--- config.mk ---
export PLATFORM = sky130hd
export DESIGN_NAME = tag_sync_ctrl
export DESIGN_NICKNAME = d
export VERILOG_FILES = /design/src/rtl/tag_sync_ctrl.sv
export SDC_FILE = /design/constraint.sdc
export NUM_CORES = 1
export LEC_CHECK = 0
export ABC_AREA = 1
export CAP_MARGIN = 20
export CORE_MARGIN = 5
export CORE_UTILIZATION = 38
export DETAILED_ROUTE_END_ITERATION = 8
export PLACE_DENSITY = 0.85
export SLEW_MARGIN = 20
export SYNTH_ARGS = -nofsm -noshare
export SYNTH_HDL_FRONTEND = slang
export SYNTH_SLANG_ARGS = --single-unit
--- constraint.sdc ---
create_clock -name clk -period 1.4 [get_ports clk]
set_input_delay 0.21 -clock clk [delete_from_list [all_inputs] [get_ports clk]]
set_output_delay 0.21 -clock clk [all_outputs]
set_load 0.1 [all_outputs]
--- src/rtl/tag_sync_ctrl.sv ---
// Tag sequencer for the double-buffered datapath: allocates tags round-robin
// for NEW/REUSE/FLUSH block commands, pulses the per-tag FSM controls, and
// steers the shared ldmem/compute/stmem handshakes to each stage's owning tag.
module tag_sync_ctrl #(
  parameter int NUM_TAGS      = 2,
  parameter int TAG_W         = $clog2(NUM_TAGS),
  parameter bit STORE_ENABLED = 1'b1
) (
  input  logic                clk,
  input  logic                reset,
  input  logic                cmd_valid,
  input  logic [1:0]          cmd_type,
  input  logic                cmd_bias_prev_sw,
  input  logic                cmd_ddr_pe_sw,
  output logic                cmd_ready,
  output logic [NUM_TAGS-1:0] tag_req,
  output logic [NUM_TAGS-1:0] tag_reuse,
  output logic [NUM_TAGS-1:0] tag_flush,
  output logic                tag_bias_prev_sw,
  output logic                tag_ddr_pe_sw,
  input  logic [NUM_TAGS-1:0] tag_ready,
  input  logic [NUM_TAGS-1:0] ldmem_tag_ready_v,
  output logic [NUM_TAGS-1:0] ldmem_tag_done_v,
  output logic                ldmem_tag_ready,
  input  logic                ldmem_tag_done,
  output logic [TAG_W-1:0]    ldmem_tag,
  input  logic [NUM_TAGS-1:0] compute_tag_ready_v,
  input  logic [NUM_TAGS-1:0] next_compute_tag_v,
  output logic [NUM_TAGS-1:0] compute_tag_done_v,
  output logic [NUM_TAGS-1:0] next_sync_compute_tag,
  output logic                compute_tag_ready,
  input  logic                compute_tag_done,
  output logic [TAG_W-1:0]    compute_tag,
  input  logic [NUM_TAGS-1:0] stmem_tag_ready_v,
  output logic [NUM_TAGS-1:0] stmem_tag_done_v,
  output logic                stmem_tag_ready,
  input  logic                stmem_tag_done,
  output logic [TAG_W-1:0]    stmem_tag
);

  typedef enum logic [1:0] {
    CMD_NEW   = 2'd0,
    CMD_REUSE = 2'd1,
    CMD_FLUSH = 2'd2,
    CMD_RSVD  = 2'd3
  } cmd_e;

  typedef enum logic {
    S_EMPTY = 1'b0,
    S_OPEN  = 1'b1
  } state_e;

  state_e state, state_nxt;

  logic [TAG_W-1:0]    al_ptr, ld_ptr, cp_ptr, st_ptr, open_tag;
  logic                ready_c, accept, load_sw, alloc;
  logic [NUM_TAGS-1:0] req_nxt, reuse_nxt, flush_nxt;
  logic                ld_fire, cp_adv, cp_fire, st_fire;

  function automatic logic [NUM_TAGS-1:0] onehot(input logic [TAG_W-1:0] idx);
    onehot      = '0;
    onehot[idx] = 1'b1;
  endfunction

  // State register
  always_ff @(posedge clk or posedge reset) begin
    if (reset) state <= S_EMPTY;
    else       state <= state_nxt;
  end

  // Command acceptance, next state and next pulse values
  always_comb begin
    state_nxt = state;
    ready_c   = 1'b0;
    req_nxt   = '0;
    reuse_nxt = '0;
    flush_nxt = '0;
    load_sw   = 1'b0;
    alloc     = 1'b0;
    unique case (cmd_e'(cmd_type))
      CMD_NEW:   ready_c = (state == S_EMPTY) && tag_ready[al_ptr];
      CMD_REUSE: ready_c = (state == S_OPEN);
      CMD_FLUSH: ready_c = (state == S_OPEN);
      CMD_RSVD:  ready_c = 1'b1;
    endcase
    accept = cmd_valid & ready_c;
    if (accept) begin
      unique case (cmd_e'(cmd_type))
        CMD_NEW: begin
          req_nxt   = onehot(al_ptr);
          load_sw   = 1'b1;
          alloc     = 1'b1;
          state_nxt = S_OPEN;
        end
        CMD_REUSE: begin
          reuse_nxt = onehot(open_tag);
          load_sw   = 1'b1;
        end
        CMD_FLUSH: begin
          flush_nxt = onehot(open_tag);
          state_nxt = S_EMPTY;
        end
        CMD_RSVD: ;
      endcase
    end
  end

  // Registered tag pulses, broadcast flags and allocation pointers
  always_ff @(posedge clk or posedge reset) begin
    if (reset) begin
      tag_req          <= '0;
      tag_reuse        <= '0;
      tag_flush        <= '0;
      tag_bias_prev_sw <= 1'b0;
      tag_ddr_pe_sw    <= 1'b0;
      al_ptr           <= '0;
      open_tag         <= '0;
    end else begin
      tag_req   <= req_nxt;
      tag_reuse <= reuse_nxt;
      tag_flush <= flush_nxt;
      if (load_sw) begin
        tag_bias_prev_sw <= cmd_bias_prev_sw;
        tag_ddr_pe_sw    <= cmd_ddr_pe_sw;
      end
      if (alloc) begin
        open_tag <= al_ptr;
        al_ptr   <= al_ptr + TAG_W'(1);
      end
    end
  end

  // Stage advance conditions; a done without the owning tag's ready is dropped
  always_comb begin
    ld_fire = ldmem_tag_done & ldmem_tag_ready_v[ld_ptr];
    cp_adv  = next_compute_tag_v[cp_ptr];
    cp_fire = compute_tag_done & compute_tag_ready_v[cp_ptr];
    st_fire = STORE_ENABLED & stmem_tag_done & stmem_tag_ready_v[st_ptr];
  end

  // Stage pointers; compute advances only on retire, not per reuse pass
  always_ff @(posedge clk or posedge reset) begin
    if (reset) begin
      ld_ptr <= '0;
      cp_ptr <= '0;
      st_ptr <= '0;
    end else begin
      if (ld_fire) ld_ptr <= ld_ptr + TAG_W'(1);
      if (cp_adv)  cp_ptr <= cp_ptr + TAG_W'(1);
      if (st_fire) st_ptr <= st_ptr + TAG_W'(1);
    end
  end

  // Combinational steering, forced low while reset is asserted
  always_comb begin
    cmd_ready             = ready_c & ~reset;
    ldmem_tag             = ld_ptr;
    ldmem_tag_ready       = ldmem_tag_ready_v[ld_ptr] & ~reset;
    ldmem_tag_done_v      = (ld_fire & ~reset) ? onehot(ld_ptr) : '0;
    compute_tag           = cp_ptr;
    compute_tag_ready     = compute_tag_ready_v[cp_ptr] & ~reset;
    compute_tag_done_v    = (cp_fire & ~reset) ? onehot(cp_ptr) : '0;
    next_sync_compute_tag = {NUM_TAGS{cp_adv & ~reset}};
    stmem_tag             = st_ptr;
    stmem_tag_ready       = STORE_ENABLED & stmem_tag_ready_v[st_ptr] & ~reset;
    stmem_tag_done_v      = (st_fire & ~reset) ? onehot(st_ptr) : '0;
  end

endmodule

==> results.py, run 1 <==
metrics = {
    "run_status": {
        "outcome": "aborted with a tool error",
        "failed_stage": "clock tree synthesis",
        "toolErrorMsg": "[ERROR DPL-0033] detailed placement checks failed during check placement.",
    },
    "yosys": {
        "synthXorXnorAreaFrac": 0,
        "syn_area_um2": 784.5,
        "synthSimpleGateAreaFrac": 0.3317,
        "synthMuxAreaShare": 0,
        "yosysSeqAreaShare": 0.4466,
        "synth_nets": 124,
        "synth-seq-cells": 14,
        "yosysUniqueCellTypes": 18,
        "synth_compound_area_frac": 0.04147,
        "synth_top_family_by_area": "simple AND/OR/NAND/NOR gates",
        "syn_area_per_cell_um2": 7.924,
        "postSynthCellCount": 99,
        "ys.warnings.count": 0,
        "synth-adder-area-share": 0.07974,
    },
    "cts": {
        "post_cts_buffers": 7,
        "htree_levels": 1,
        "cts_buffer_depth": 2,
        "cts_made_buffers": 3,
        "ctsHoldBuffers": 0,
        "cts_resized": 17,
        "cts.sinks": 14,
        "clockRootBuffer": "clkbuf_4",
    },
    "place": {
        "gp_congestion": 0.7464,
        "dp_slack_ps": -531.3,
        "dp_hpwl_mm": 2.529,
        "io_buffer_count": 42,
    },
    "floorplan": {
        "ios": 43,
        "rows": 16,
        "fp.dieW_um": 55.44,
        "die_y_um": 55.44,
        "start_util": 0.3999,
    },
}
-- per-stage QoR --
step           hold slack [ps]  TNS [ps]  cell area (um2)  instances  utilization
3_5_place_dp             500.4     -6838             1798        183       0.9165
3_3_place_gp             479.5     -5429             1798        183       0.9165
2_1_floorplan            129.6     -4927             1013         99            -
-- Yosys cell counts --
master,instances,area (um2)
nor2_1,10,37.54
nand2_1,26,97.59
and3_1,2,12.51
dfrtp_1,14,350.3
ha_1,5,62.56
nand3_2,1,10.01
inv_1,16,60.06
nand3_1,3,15.01
nor3_1,4,20.02
a21oi_1,3,15.01
o21ai_0,2,10.01
nand2_2,1,6.260
nand4_1,5,31.28
inv_2,1,3.750
a211oi_1,1,7.510
buf_4,2,15.01
nand3b_1,1,7.510
nand2_4,2,22.52
-- cell families after synthesis --
group | count (synthesis)
buf+inv | 19
simple gates | 55
compound gates | 6
fa+ha+maj | 5
flops | 14
==> inputs of run 2 (changes only) <==
CORE_AREA = 5 5 66 68   (was not set)
CORE_MARGIN = not set   (was 5)
CORE_UTILIZATION = not set   (was 38)
DIE_AREA = 0 0 71 73   (was not set)
PLACE_DENSITY = not set   (was 0.85)
PLACE_DENSITY_LB_ADDON = 0.15   (was not set)
==> results.py, run 2 <==
metrics = {
    "cells_and_area": {
        "final_common_cell": "buf_12",
        "reg_top3": "tag_flush (2), tag_req (2), tag_reuse (2)",
        "fillCellCount": 364,
        "multiInputGateArea_um2": 538.0,
        "area_growth_pct": 152.5,
        "diodes": 0,
        "mostFrequentLayoutCells": "23 x buf_12, 22 x buf_4, 21 x nand2_1",
        "drive_gt1_frac": 0.5529,
        "final_cells": 220,
        "seq_area_um2": 361.6,
        "nets": 196,
    },
    "cts": {
        "cts_made_buffers": 3,
        "clock_latency_ps": 240,
        "clockRootBuffer": "clkbuf_8",
        "cts.clk_slew.worst_paths_ps": 50,
        "tritoncts": "yes",
        "htree_levels": 1,
        "cts.sinks": 14,
        "ctsHoldBuffers": 0,
        "cts_buffer_depth": 2,
    },
    "yosys": {
        "synth_area_leaders": "dfrtp_1 45%, nand2_1 12%, ha_1 8.0%, inv_1 7.7%, nor2_1 4.8%",
        "ys.warnings.count": 0,
        "synth_top_area_share": 0.4466,
        "synth_edf_count": 0,
        "syn_area_um2": 784.5,
        "syn_area_per_cell_um2": 7.924,
        "yosysMostFrequentCell": "nand2_1",
        "postSynthCellCount": 99,
        "synthArstFlopShare": 1.000,
        "synth_area_leader_cell": "dfrtp_1",
        "yosysSeqAreaShare": 0.4466,
        "synth_nets": 124,
        "synth-seq-cells": 14,
        "yosysUniqueCellTypes": 18,
        "synth_flop_cell": "dfrtp_1",
        "synthTopCellsByCount": "26 x nand2_1, 16 x inv_1, 14 x dfrtp_1",
    },
    "global_route": {
        "track_usage": 0.09741,
        "grt_pass1_vias": 940,
        "grt_max_degree": 15,
        "grt_pass1_wl_mm": 4.084,
        "overflow": 0,
        "antenna_found_initial": 0,
    },
    "timing": {
        "finalSetupViolations": 12,
        "fin_skew_ps": 1.062,
        "fin_crit_sh": 1.148,
        "max_slew_margin": 0.7634,
        "worstMarginPinSlew_ps": 353.8,
        "hold_viol": 0,
        "report.final.slew_viol_count": 0,
        "fmax_mhz": 622.0,
        "fin_ws_ps": -207.8,
        "period_minus_slack_ps": 1608,
        "rsz0062_at_grt": "yes",
    },
    "floorplan": {
        "die_y_um": 73,
        "die_area_um2": 5183,
        "start_util": 0.2065,
        "fp.dieW_um": 71,
        "rows": 23,
        "ios": 43,
        "core_area_um2": 3799,
    },
    "critical_path": {
        "reg2reg_depth": 5,
        "path_class": "flop to output port",
        "reg2reg_slack_ps": 140,
        "cpMostUsedCell": "buf_4",
        "worst_setup_path_end_kind": "output port",
        "startpoint": "compute_tag",
        "cp-endpoint": "compute_tag_ready",
        "cp_max_fo": 4,
        "cpMaxStageDelayCell": "dfrtp_4",
        "cp.arrival_ps": 1400,
        "cp.required_ps": 1190,
        "cpPeakStageDelay_ps": 510,
        "startpoint_type": "flop",
        "regToRegEndpoint": "stmem_tag",
        "crit_chain": "buf_4, o21ai_4, nor2_4, buf_4, buf_12",
        "rr_startpoint": "stmem_tag",
    },
    "pwr": {
        "p_per_area_nw_per_um2": 1262,
        "power.internal_mw": 1.338,
        "clockPowerShare": 0.150,
        "ir_drop_v": 0.0005459,
        "power_mw": 2.500,
        "pwr-share-seq": 0.245,
        "p_leak_nw": 0.9230,
        "p_sw_frac": 0.4647,
        "p_switching_mw": 1.162,
        "combPwrFrac": 0.604,
    },
    "routing": {
        "drt-total-wl_mm": 2.413,
        "dr_wl_met2_mm": 1.429,
        "drc": 0,
        "met3_length_um": 92,
        "wl_met1_um": 859,
        "top_layer": "met4",
        "drtIter0Drc": 7,
        "vias_per_cell": 4.055,
        "post_drt_wl_per_cell_um": 10.97,
        "num_vias": 892,
        "drt-pass1-iter-count": 4,
        "ant_nets": 0,
    },
    "place": {
        "gp_congestion": 0.7154,
        "dp_slack_ps": -464.2,
        "io_buffer_count": 42,
        "dp_hpwl_mm": 1.983,
        "place_inst": 206,
    },
    "run_status": {
        "outcome": "complete, but fails checks",
        "violations": "negative setup slack",
    },
    "hold_path": {
        "hold_path.class": "input pin to asynchronous set/reset pin",
    },
    "job": {
        "cap_viol_max_count": 0,
    },
}
-- run 2: logic make-up (layout without fill, tap and decap cells) --
kind of cell	Yosys count	count (layout)	share of synthesized area
adders and majority gates	5	5	0.07974
DFF	14	14	0.4466
AOI/OAI and AO/OA	6	6	0.04147
buffers and inverters	19	90	0.1005
and+or+nand+nor	55	55	0.3317
-- run 2: routing by layer --
metal	up-vias	global-route usage
li1	453	-
met2	20	0.1946
met5	-	0
met1	417	0.1013
met3	2	0.01377
met4	0	0.03758
-- run 2: power groups by stage --
stage                     clock network [mW]  logic (mW)  registers [mW]
after CTS                              0.387        1.47           0.621
after global placement                     0        1.41           0.638
after floorplan                            0       0.528           0.973
after global routing                   0.410        1.58           0.630
final                                  0.376        1.51           0.613
after detailed placement                   0        1.42           0.641
-- run 2: how the worst min path moves through the flow --
stage,to,slack [ps],cells after the start
3_3_place_gp,tag_flush[0],490,1
6_report,tag_req[0],190,3
5_1_grt,compute_tag,220,3
3_5_place_dp,tag_flush[0],500,1
2_1_floorplan,al_ptr,130,1
4_1_cts,compute_tag,200,3
-- run 2: area by class of cell --
cell class              instances  area share
flip-flops and latches         14      0.1826
clock buffers                   4     0.02780
well taps                      50     0.03159
inverters                      17     0.04738
multi-input cells              66      0.2716
repair buffers                 69      0.4390
-- run 2: critical path, delay by kind of cell (launching register included) --
family          cells  cell delay [ps]
flops               1              510
buf+inv             3              440
simple gates        1               50
compound gates      1              150
-- run 2: stage by stage --
| step | area (um2) | util | setup TNS (ps) | hold WS (ps) |
|---|---|---|---|---|
| after floorplan | 1013 | - | -4927 | 129.6 |
| after global placement | 1827 | 0.4809 | -5475 | 489.2 |
| after detailed placement | 1827 | 0.4809 | -5929 | 496.6 |
| after CTS | 1938 | 0.5102 | -1673 | 202.5 |
| after global routing | 1981 | 0.5214 | -2212 | 215.9 |
| final | 1981 | 0.5214 | -1643 | 194.2 |
-- run 2: repair_timing --
item	4_1_cts	5_1_grt
buffers inserted	6	4
pin swaps	11	6
setup endpoints to repair	23	12
gates resized for setup	20	3
(Power assumes the default switching activity.)
